[src/rtl/dram_gate_pkg.sv]
// Shared types for the DRAM AXI gate: FSM states, response codes and AXI4 bundles.
package dram_gate_pkg;

    localparam int unsigned IdWidth   = 4;
    localparam int unsigned BusAddrW  = 64;
    localparam int unsigned DataWidth = 64;
    localparam int unsigned StrbWidth = DataWidth / 8;
    localparam int unsigned UserWidth = 1;
    localparam int unsigned LenWidth  = 8;

    localparam logic [1:0] RESP_OKAY   = 2'b00;
    localparam logic [1:0] RESP_DECERR = 2'b11;

    typedef enum logic [1:0] {
        W_IDLE,
        W_ERR_DATA,
        W_ERR_RESP
    } w_state_e;

    typedef enum logic {
        R_IDLE,
        R_ERR_DATA
    } r_state_e;

    typedef struct packed {
        logic [IdWidth-1:0]   id;
        logic [BusAddrW-1:0]  addr;
        logic [LenWidth-1:0]  len;
        logic [2:0]           size;
        logic [1:0]           burst;
        logic [UserWidth-1:0] user;
    } ax_chan_t;

    typedef struct packed {
        logic [DataWidth-1:0] data;
        logic [StrbWidth-1:0] strb;
        logic                 last;
        logic [UserWidth-1:0] user;
    } w_chan_t;

    typedef struct packed {
        logic [IdWidth-1:0]   id;
        logic [1:0]           resp;
        logic [UserWidth-1:0] user;
    } b_chan_t;

    typedef struct packed {
        logic [IdWidth-1:0]   id;
        logic [DataWidth-1:0] data;
        logic [1:0]           resp;
        logic                 last;
        logic [UserWidth-1:0] user;
    } r_chan_t;

    typedef struct packed {
        ax_chan_t aw;
        logic     aw_valid;
        w_chan_t  w;
        logic     w_valid;
        logic     b_ready;
        ax_chan_t ar;
        logic     ar_valid;
        logic     r_ready;
    } gate_req_t;

    typedef struct packed {
        logic    aw_ready;
        logic    ar_ready;
        logic    w_ready;
        logic    b_valid;
        b_chan_t b;
        logic    r_valid;
        r_chan_t r;
    } gate_resp_t;

endpackage

[src/rtl/sync.sv]
// Multi-stage flop synchronizer for a single asynchronous level signal.
module sync #(
    parameter int unsigned STAGES     = 2,
    parameter bit          ResetValue = 1'b0
) (
    input  logic clk_i,
    input  logic rst_ni,
    input  logic serial_i,
    output logic serial_o
);

    logic [STAGES-1:0] reg_q;

    // Shift the input through the synchronizer chain.
    always_ff @(posedge clk_i or negedge rst_ni) begin
        if (!rst_ni) begin
            reg_q <= {STAGES{ResetValue}};
        end else begin
            reg_q <= {reg_q[STAGES-2:0], serial_i};
        end
    end

    assign serial_o = reg_q[STAGES-1];

endmodule

[src/rtl/dram_axi_gate.sv]
// Gates SoC AXI traffic into the DRAM path: holds off until calibration, caps
// outstanding transactions and answers out-of-window accesses with DECERR.
module dram_axi_gate
    import dram_gate_pkg::*;
#(
    parameter int unsigned AddrWidth     = 64,
    parameter int unsigned DramAddrWidth = 29,
    parameter int unsigned MaxTxns       = 8,
    parameter type         axi_req_t     = dram_gate_pkg::gate_req_t,
    parameter type         axi_resp_t    = dram_gate_pkg::gate_resp_t
) (
    input  logic      clk_i,
    input  logic      rst_ni,
    input  logic      calib_done_i,
    input  axi_req_t  slv_req_i,
    output axi_resp_t slv_resp_o,
    output axi_req_t  mst_req_o,
    input  axi_resp_t mst_resp_i,
    output logic      calib_done_o,
    output logic      err_o
);

    localparam int unsigned CntWidth = $clog2(MaxTxns + 1);

    logic                calib_q;
    w_state_e            w_state_q, w_state_d;
    r_state_e            r_state_q, r_state_d;
    logic [CntWidth-1:0] wr_cnt_q, rd_cnt_q, wfwd_cnt_q;
    logic [IdWidth-1:0]  b_id_q, r_id_q;
    logic [LenWidth-1:0] r_len_q, beat_q;
    logic                err_q;

    logic aw_in_range, ar_in_range;
    logic aw_fwd_en, ar_fwd_en, aw_err_en, ar_err_en;
    logic w_pass, wr_busy, rd_busy;
    logic mst_aw_hs, mst_ar_hs, mst_b_hs, mst_r_last_hs, mst_w_last_hs;
    logic aw_err_hs, ar_err_hs, r_err_hs;

    // Calibration status crosses into clk_i through a two-stage synchronizer.
    sync #(
        .STAGES     (2),
        .ResetValue (1'b0)
    ) i_calib_sync (
        .clk_i    (clk_i),
        .rst_ni   (rst_ni),
        .serial_i (calib_done_i),
        .serial_o (calib_q)
    );

    assign aw_in_range = ~|slv_req_i.aw.addr[AddrWidth-1:DramAddrWidth];
    assign ar_in_range = ~|slv_req_i.ar.addr[AddrWidth-1:DramAddrWidth];

    // Error bursts are only taken once the direction has fully drained.
    assign aw_fwd_en = calib_q && (w_state_q == W_IDLE) && (wr_cnt_q < CntWidth'(MaxTxns)) && aw_in_range;
    assign ar_fwd_en = calib_q && (r_state_q == R_IDLE) && (rd_cnt_q < CntWidth'(MaxTxns)) && ar_in_range;
    assign aw_err_en = calib_q && (w_state_q == W_IDLE) && (wr_cnt_q == '0) && !aw_in_range;
    assign ar_err_en = calib_q && (r_state_q == R_IDLE) && (rd_cnt_q == '0) && !ar_in_range;

    assign w_pass  = (wfwd_cnt_q != '0) && (w_state_q == W_IDLE);
    // Responses only flow while something is outstanding, so nothing leaks out of reset.
    assign wr_busy = (wr_cnt_q != '0);
    assign rd_busy = (rd_cnt_q != '0);

    assign mst_aw_hs     = mst_req_o.aw_valid & mst_resp_i.aw_ready;
    assign mst_ar_hs     = mst_req_o.ar_valid & mst_resp_i.ar_ready;
    assign mst_b_hs      = mst_resp_i.b_valid & mst_req_o.b_ready;
    assign mst_r_last_hs = mst_resp_i.r_valid & mst_req_o.r_ready & mst_resp_i.r.last;
    assign mst_w_last_hs = mst_req_o.w_valid & mst_resp_i.w_ready & slv_req_i.w.last;
    assign aw_err_hs     = slv_req_i.aw_valid & aw_err_en;
    assign ar_err_hs     = slv_req_i.ar_valid & ar_err_en;
    assign r_err_hs      = (r_state_q == R_ERR_DATA) & slv_req_i.r_ready;

    // FSM state registers.
    always_ff @(posedge clk_i or negedge rst_ni) begin
        if (!rst_ni) begin
            w_state_q <= W_IDLE;
            r_state_q <= R_IDLE;
        end else begin
            w_state_q <= w_state_d;
            r_state_q <= r_state_d;
        end
    end

    // Next-state logic and channel muxing between pass-through and DECERR responder.
    always_comb begin
        w_state_d  = w_state_q;
        r_state_d  = r_state_q;
        mst_req_o  = slv_req_i;
        slv_resp_o = mst_resp_i;

        mst_req_o.aw_valid  = slv_req_i.aw_valid & aw_fwd_en;
        mst_req_o.ar_valid  = slv_req_i.ar_valid & ar_fwd_en;
        mst_req_o.w_valid   = slv_req_i.w_valid & w_pass;
        mst_req_o.b_ready   = slv_req_i.b_ready & wr_busy & (w_state_q == W_IDLE);
        mst_req_o.r_ready   = slv_req_i.r_ready & rd_busy & (r_state_q == R_IDLE);
        slv_resp_o.aw_ready = aw_fwd_en ? mst_resp_i.aw_ready : aw_err_en;
        slv_resp_o.ar_ready = ar_fwd_en ? mst_resp_i.ar_ready : ar_err_en;
        slv_resp_o.w_ready  = (w_state_q == W_ERR_DATA) | (w_pass & mst_resp_i.w_ready);
        slv_resp_o.b_valid  = mst_resp_i.b_valid & wr_busy & (w_state_q == W_IDLE);
        slv_resp_o.r_valid  = mst_resp_i.r_valid & rd_busy & (r_state_q == R_IDLE);

        case (w_state_q)
            W_IDLE: begin
                if (aw_err_hs) w_state_d = W_ERR_DATA;
            end
            W_ERR_DATA: begin
                if (slv_req_i.w_valid && slv_req_i.w.last) w_state_d = W_ERR_RESP;
            end
            W_ERR_RESP: begin
                slv_resp_o.b_valid = 1'b1;
                slv_resp_o.b.id    = b_id_q;
                slv_resp_o.b.resp  = RESP_DECERR;
                slv_resp_o.b.user  = '0;
                if (slv_req_i.b_ready) w_state_d = W_IDLE;
            end
            default: w_state_d = W_IDLE;
        endcase

        case (r_state_q)
            R_IDLE: begin
                if (ar_err_hs) r_state_d = R_ERR_DATA;
            end
            R_ERR_DATA: begin
                slv_resp_o.r_valid = 1'b1;
                slv_resp_o.r.id    = r_id_q;
                slv_resp_o.r.data  = '0;
                slv_resp_o.r.resp  = RESP_DECERR;
                slv_resp_o.r.last  = (beat_q == r_len_q);
                slv_resp_o.r.user  = '0;
                if (slv_req_i.r_ready && (beat_q == r_len_q)) r_state_d = R_IDLE;
            end
            default: r_state_d = R_IDLE;
        endcase
    end

    // Outstanding-transaction and pending-W-burst counters.
    always_ff @(posedge clk_i or negedge rst_ni) begin
        if (!rst_ni) begin
            wr_cnt_q   <= '0;
            rd_cnt_q   <= '0;
            wfwd_cnt_q <= '0;
        end else begin
            wr_cnt_q   <= wr_cnt_q + CntWidth'(mst_aw_hs) - CntWidth'(mst_b_hs);
            rd_cnt_q   <= rd_cnt_q + CntWidth'(mst_ar_hs) - CntWidth'(mst_r_last_hs);
            wfwd_cnt_q <= wfwd_cnt_q + CntWidth'(mst_aw_hs) - CntWidth'(mst_w_last_hs);
        end
    end

    // Capture error-burst attributes and walk the DECERR read beats.
    always_ff @(posedge clk_i or negedge rst_ni) begin
        if (!rst_ni) begin
            b_id_q  <= '0;
            r_id_q  <= '0;
            r_len_q <= '0;
            beat_q  <= '0;
        end else begin
            if (aw_err_hs) b_id_q <= slv_req_i.aw.id;
            if (ar_err_hs) begin
                r_id_q  <= slv_req_i.ar.id;
                r_len_q <= slv_req_i.ar.len;
                beat_q  <= '0;
            end else if (r_err_hs) begin
                beat_q  <= beat_q + LenWidth'(1);
            end
        end
    end

    // One pulse per accepted out-of-range request; both directions merge.
    always_ff @(posedge clk_i or negedge rst_ni) begin
        if (!rst_ni) begin
            err_q <= 1'b0;
        end else begin
            err_q <= aw_err_hs | ar_err_hs;
        end
    end

    assign calib_done_o = calib_q;
    assign err_o        = err_q;

endmodule

[config.mk]
export PLATFORM = sky130hd
export DESIGN_NAME = dram_axi_gate
export DESIGN_NICKNAME = d
export VERILOG_FILES = /design/src/rtl/dram_gate_pkg.sv /design/src/rtl/sync.sv /design/src/rtl/dram_axi_gate.sv
export SDC_FILE = /design/constraint.sdc
export NUM_CORES = 1
export LEC_CHECK = 0
export CAP_MARGIN = 20
export CORE_AREA = 5 5 252 254
export CTS_BUF_LIST = sky130_fd_sc_hd__clkbuf_8
export DETAILED_ROUTE_END_ITERATION = 7
export DIE_AREA = 0 0 257 259
export PLACE_DENSITY_LB_ADDON = 0.3
export SYNTH_ARGS = -nofsm -noshare
export SYNTH_HDL_FRONTEND = slang
export SYNTH_SLANG_ARGS = --single-unit
export TNS_END_PERCENT = 20
[constraint.sdc]
create_clock -name clk_i -period 3.5 [get_ports clk_i]
set_input_delay 0.7 -clock clk_i [delete_from_list [all_inputs] [get_ports clk_i]]
set_output_delay 0.7 -clock clk_i [all_outputs]
set_load 0.01 [all_outputs]
# After elaboration in Yosys (flattened, before gate mapping)
# Index checks and enable logic that the tools add are counted.
op_classes:
  shift: 0
  magnitude_cmp: 2
  bitwise_logic: 25
  multipliers: 0
  muxes: 13
  add_sub_neg: 7
  n_reduce_logical: 25
  n_div: 0
  eq_ne: 6
ops:
  columns: ["operator", "count"]
  rows:
  - ["$mux W73", 1]
  - ["$reduce_or A35 Y1", 2]
  - ["$mux W8", 3]
  - ["$and A1 B1 Y1", 22]
  - ["$logic_and A1 B1 Y1", 13]
  - ["$add A4 B1 Y4", 3]
  - ["$reduce_bool A4 Y1", 3]
  - ["$sub A4 B1 Y4", 3]
  - ["$add A8 B1 Y8 const B", 1]
  - ["$eq A8 B8 Y1", 1]
  - ["$logic_not A4 Y1", 2]
  - ["$lt A4 B4 Y1 const B", 2]
  - ["$mux W2", 3]
  - ["$pmux W2 S3", 1]
  - ["$mux W1", 4]
  - ["$ne A2 B2 Y1 const B", 2]
  - ["$reduce_and A3 Y1", 1]
  - ["$eq A2 B1 Y1 const B", 1]
  - ["$eq A2 B2 Y1 const B", 1]
  - ["$logic_not A1 Y1", 2]
  - ["$logic_not A2 Y1", 1]
  - ["$ne A2 B1 Y1 const B", 1]
  - ["$or A1 B1 Y1", 2]
  - ["$pmux W1 S2", 1]
  - ["2 further kinds", 2]
word_totals:
  regBits: 42
  wordCells: 89
  latchBits: 0
  input_bits: 330
  ramBits: 0
  output_inout_bits: 329
  mem_count: 0
  rom_bits: 0

# Depth between registers and ports, before layout
depth:
  word_depth: 8
  mapped_depth: 10
  mapped_depth_nobuf: 10

# By module
# A second synthesis with hierarchy kept.
hier_totals:
  cells_unflattened: 616
  area_unflattened_um2: 5054.8
by_module_without_submodules:
  columns: ["module", "cells_per_inst", "n_inst", "seq_area_each_um2", "area_per_inst_um2"]
  rows:
  - ["dram_axi_gate", 614, 1, 1001.0, 5004.8]
  - ["sync", 2, 1, 50.0, 50.0]

# Worst setup path before layout
# Ideal clock, no wire load.
synth_path:
  path_kind: "input port to flip-flop"
  from: "input port slv_req_i[61] in the netlist's numbering"
  to: "register rd_cnt_q[2]"
  n_path_buf: 0
  required_time_ns: 3.377
  cell_stages: 10
  setup_ns: 0.123
  arrival_ns: 3.106
  setup_slack_ns: 0.272
  path_cell_list: "or4_4 or3_1 nor3_1 nand3_1 ha_1 inv_1 ha_1 inv_1 fa_1 xnor2_1"
synth_via:
  elab_chain_cells: 7
synth_rtl:
  columns: ["element", "line", "source"]
  rows:
  - ["from (decl)", "dram_axi_gate.sv:15", "input axi_req_t slv_req_i,"]
  - ["$reduce_or A35 Y1", "dram_axi_gate.sv:51", "assign ar_in_range = ~|slv_req_i.ar.addr[AddrWidth-1:DramAddrWidth];"]
  - ["$logic_not A1 Y1", "dram_axi_gate.sv:51", null]
  - ["$logic_and A1 B1 Y1", "dram_axi_gate.sv:55", "assign ar_fwd_en = calib_q && (r_state_q == R_IDLE) && (rd_cnt_q < CntWidth'(MaxTxns)) && ar_in_range;"]
  - ["$and A1 B1 Y1", "dram_axi_gate.sv:92", "mst_req_o.ar_valid = slv_req_i.ar_valid & ar_fwd_en;"]
  - ["$and A1 B1 Y1", "dram_axi_gate.sv:65", "assign mst_ar_hs = mst_req_o.ar_valid & mst_resp_i.ar_ready;"]
  - ["$add A4 B1 Y4", "dram_axi_gate.sv:144", "rd_cnt_q <= rd_cnt_q + CntWidth'(mst_ar_hs) - CntWidth'(mst_r_last_hs);"]
  - ["$sub A4 B1 Y4", "dram_axi_gate.sv:144", null]
  - ["to (signal assigned)", "dram_axi_gate.sv:144", null]
  - ["to (decl)", "dram_axi_gate.sv:28", "logic [CntWidth-1:0] wr_cnt_q, rd_cnt_q, wfwd_cnt_q;"]
# Every way passes these cells.
# A chain may end at the register's enable or synchronous reset.

==> qor.csv <==
metric,value,unit
status,"finished, final reports clean",
FILL cells,6915,
Yosys top cell area share,0.3502,
via/cell ratio,2.934,
Rows,91,
cell count after placement,1560,
P per Cell Area,413.3,nW/um2
maxcap violations,0,
Setup Viol. Count Final,0,
Yosys cell types,41,
total global routing overflow,0,
max-slew violation count,0,
gr usage total,0.07349,
via count,4604,
Area contributors post-synth,"buf_4 (35%), dfrtp_1 (21%), nor2b_1 (8.3%), nor4_1 (3.8%), ha_1 (3.4%)",
Synth Register Bits,42,
# DRC,0,
CP required,2.80,ns
area delta synth->final,62.46,%
1st-pass router iterations,4,
clk root buf,clkbuf_8,
Die X,257,um
Detailed Route WL,26140,um
Iteration-0 DRC Markers,134,
Reg area,1052,um2
min Tclk post-route,3.450,ns
# port buffers,356,
share of layout cells above drive strength 1,0.1093,
Worst-path clk slew,0.12,ns
antenna violations before repair,2,
CTS Hold Bufs,0,
io pins,659,
RSZ-0062 raised after global routing,yes,
worst-skew pair later-pin latency,0.34,ns
Hold Fails Final Rpt,0,
largest net degree at the start of global routing,68,
ANT nets after route,0,
Post-Syn Area,5102,um2
CTS tree,built,
clk sink count,42,
Min-Delay Path Class,in -> async,
ys flop type,dfrtp_1,
NumNets Final,1124,
"commonest non-fill, non-tap cells in the layout","clkdlybuf4s50_1 (350), nor2b_1 (68), buf_4 (51)",
WL/cell,16.66,um
cells after synthesis,620,
Pleak,3.079,nW
Setup crit start,slv_req_i[227],
H-tree depth,2,
worst r2r dst,wfwd_cnt_q[2],
setup skew after layout,0.03337,ns
most common library cell in the layout ignoring fill and taps,clkdlybuf4s50_1,
FF-to-FF path depth,9,
yosys warns,0,
design area,8289,um2
routability cong.,0.7955,
dpl cell area,8177,um2
area of the multi-input gates,2079,um2
worst reg2reg setup slack,1.13,ns
worst slew pin tran,0.5941,ns
Syn Nets,967,
Core ar.,61030,um2
number of global-route vias before repair,5058,
worst reg2reg startpoint,w_state_q[0],
Max Root-Sink Buffers,2,
highest clock rate,289.9,MHz
Post-synth EDFFs,0,
Initial Util,0.08361,
Worst EP arrival,2.75,ns
"area leader, netlist",buf_4,
Die H,259,um
register area share after synthesis,0.2060,
critical path class,in -> out,
critical-path maximum fanout,3,
Num CTS Buffers,5,
hpwl dp,22500,um
endpoint class of the critical path,primary output,
first-pass GRT wire length,36370,um
slew margin rel.,0.6039,
VDD IR-drop max,0.0002273,V
DIE AREA,66560,um2
worst setup path endpoint,mst_req_o[160],
final std cells w/o fill,1569,
Worst setup SP type,primary input,
Synth Area per Inst,8.230,um2
"FFs w/ async S/R, synth",1.000,
fin crit share,0.9856,
Fin Hold WS,0.3449,ns
how the worst min path moves through the flow:
stage | end | slack (ns) | depth (start not counted)
global route | r_id_q[1] | 0.38 | 1
CTS | r_id_q[1] | 0.35 | 1
floorplan | i_calib_sync.reg_q[1] | 0.33 | 0
detailed placement | i_calib_sync.reg_q[1] | 0.35 | 0
finish | r_id_q[1] | 0.34 | 1
global placement | i_calib_sync.reg_q[1] | 0.34 | 0
worst max-delay path, stage by stage:
cell             delay [ns]
clkdlybuf4s50_1        0.42
or4_4                  0.53
or3_4                  0.44
nor3_4                 0.22
and3_4                 0.21
clkdlybuf4s15_2        0.22
through the flow:
| step | worst slack (ns) | TNS (ns) | utilization | power, mW |
|---|---|---|---|---|
| after floorplan | 0.2718 | 0 | - | 2.094 |
| after global placement | -0.3964 | -2.731 | 0.1340 | 3.112 |
| after detailed placement | -0.3974 | -3.032 | 0.1340 | 3.124 |
| after CTS | -0.007661 | -0.007661 | 0.1358 | 3.520 |
| after global routing | -0.02042 | -0.03281 | 0.1358 | 3.733 |
| final | 0.05031 | 0 | 0.1358 | 3.426 |
report_power, final:
| group | switching, mW | internal, mW | leakage (nW) |
|---|---|---|---|
| clock network | 0.223 | 0.143 | 0.0408 |
| registers | 0.194 | 0.674 | 0.531 |
| logic | 0.981 | 1.21 | 2.51 |
cell families (layout without fill, tap and decap cells):
group           count (synthesis)  count (layout)  share of synthesized area
compound gates                 60              60                    0.08631
xor+xnor                       23              23                    0.03948
fa+ha+maj                      17              17                    0.04610
buf+inv                       291             449                     0.3921
flops                          42              42                     0.2060
mux                             7               7                    0.01471
other cells                     0               1                          0
simple gates                  180             180                     0.2153
cell usage after synthesis, types with 8 or more instances:
cell / n
nor2b_1: 68
inv_1: 33
nand2_1: 21
o21ai_0: 10
nor4_1: 31
xor2_1: 16
nor2_1: 8
a21oi_1: 15
a32o_1: 13
dfrtp_1: 42
a31o_1: 12
buf_4: 238
ha_1: 14
clkbuf_1: 18
flip-flops by register name, indices dropped and copies added (netlist names):
name and cells:
r_len_q 8, b_id_q 4, i_calib_sync.reg_q 2, wfwd_cnt_q 4
err_o 1, w_state_q 2, rd_cnt_q 4, r_state_q 1
r_id_q 4, wr_cnt_q 4, beat_q 8
final cells by class:
cell class | count | area share
Sequential cell | 42 | 0.1269
Inverter | 33 | 0.01494
Timing Repair Buffer | 408 | 0.4765
Clock buffer | 5 | 0.008302
Antenna cell | 1 | 0.0003019
Clock inverter | 3 | 0.002868
Multi-Input combinational cell | 287 | 0.2509
Tap cell | 790 | 0.1192
metal layers:
metal	GRT usage	share of wire
met4	0.02460	0.032
met5	0	0
met3	0.03171	0.088
met1	0.08697	0.40
met2	0.1199	0.48
timing repair:
action,in CTS,in global routing
buffers inserted,0,0
pin swaps,0,3
gates resized for setup,14,7
endpoints found under the setup margin,4,5
No activity file was read; power rests on OpenSTA's default activity.
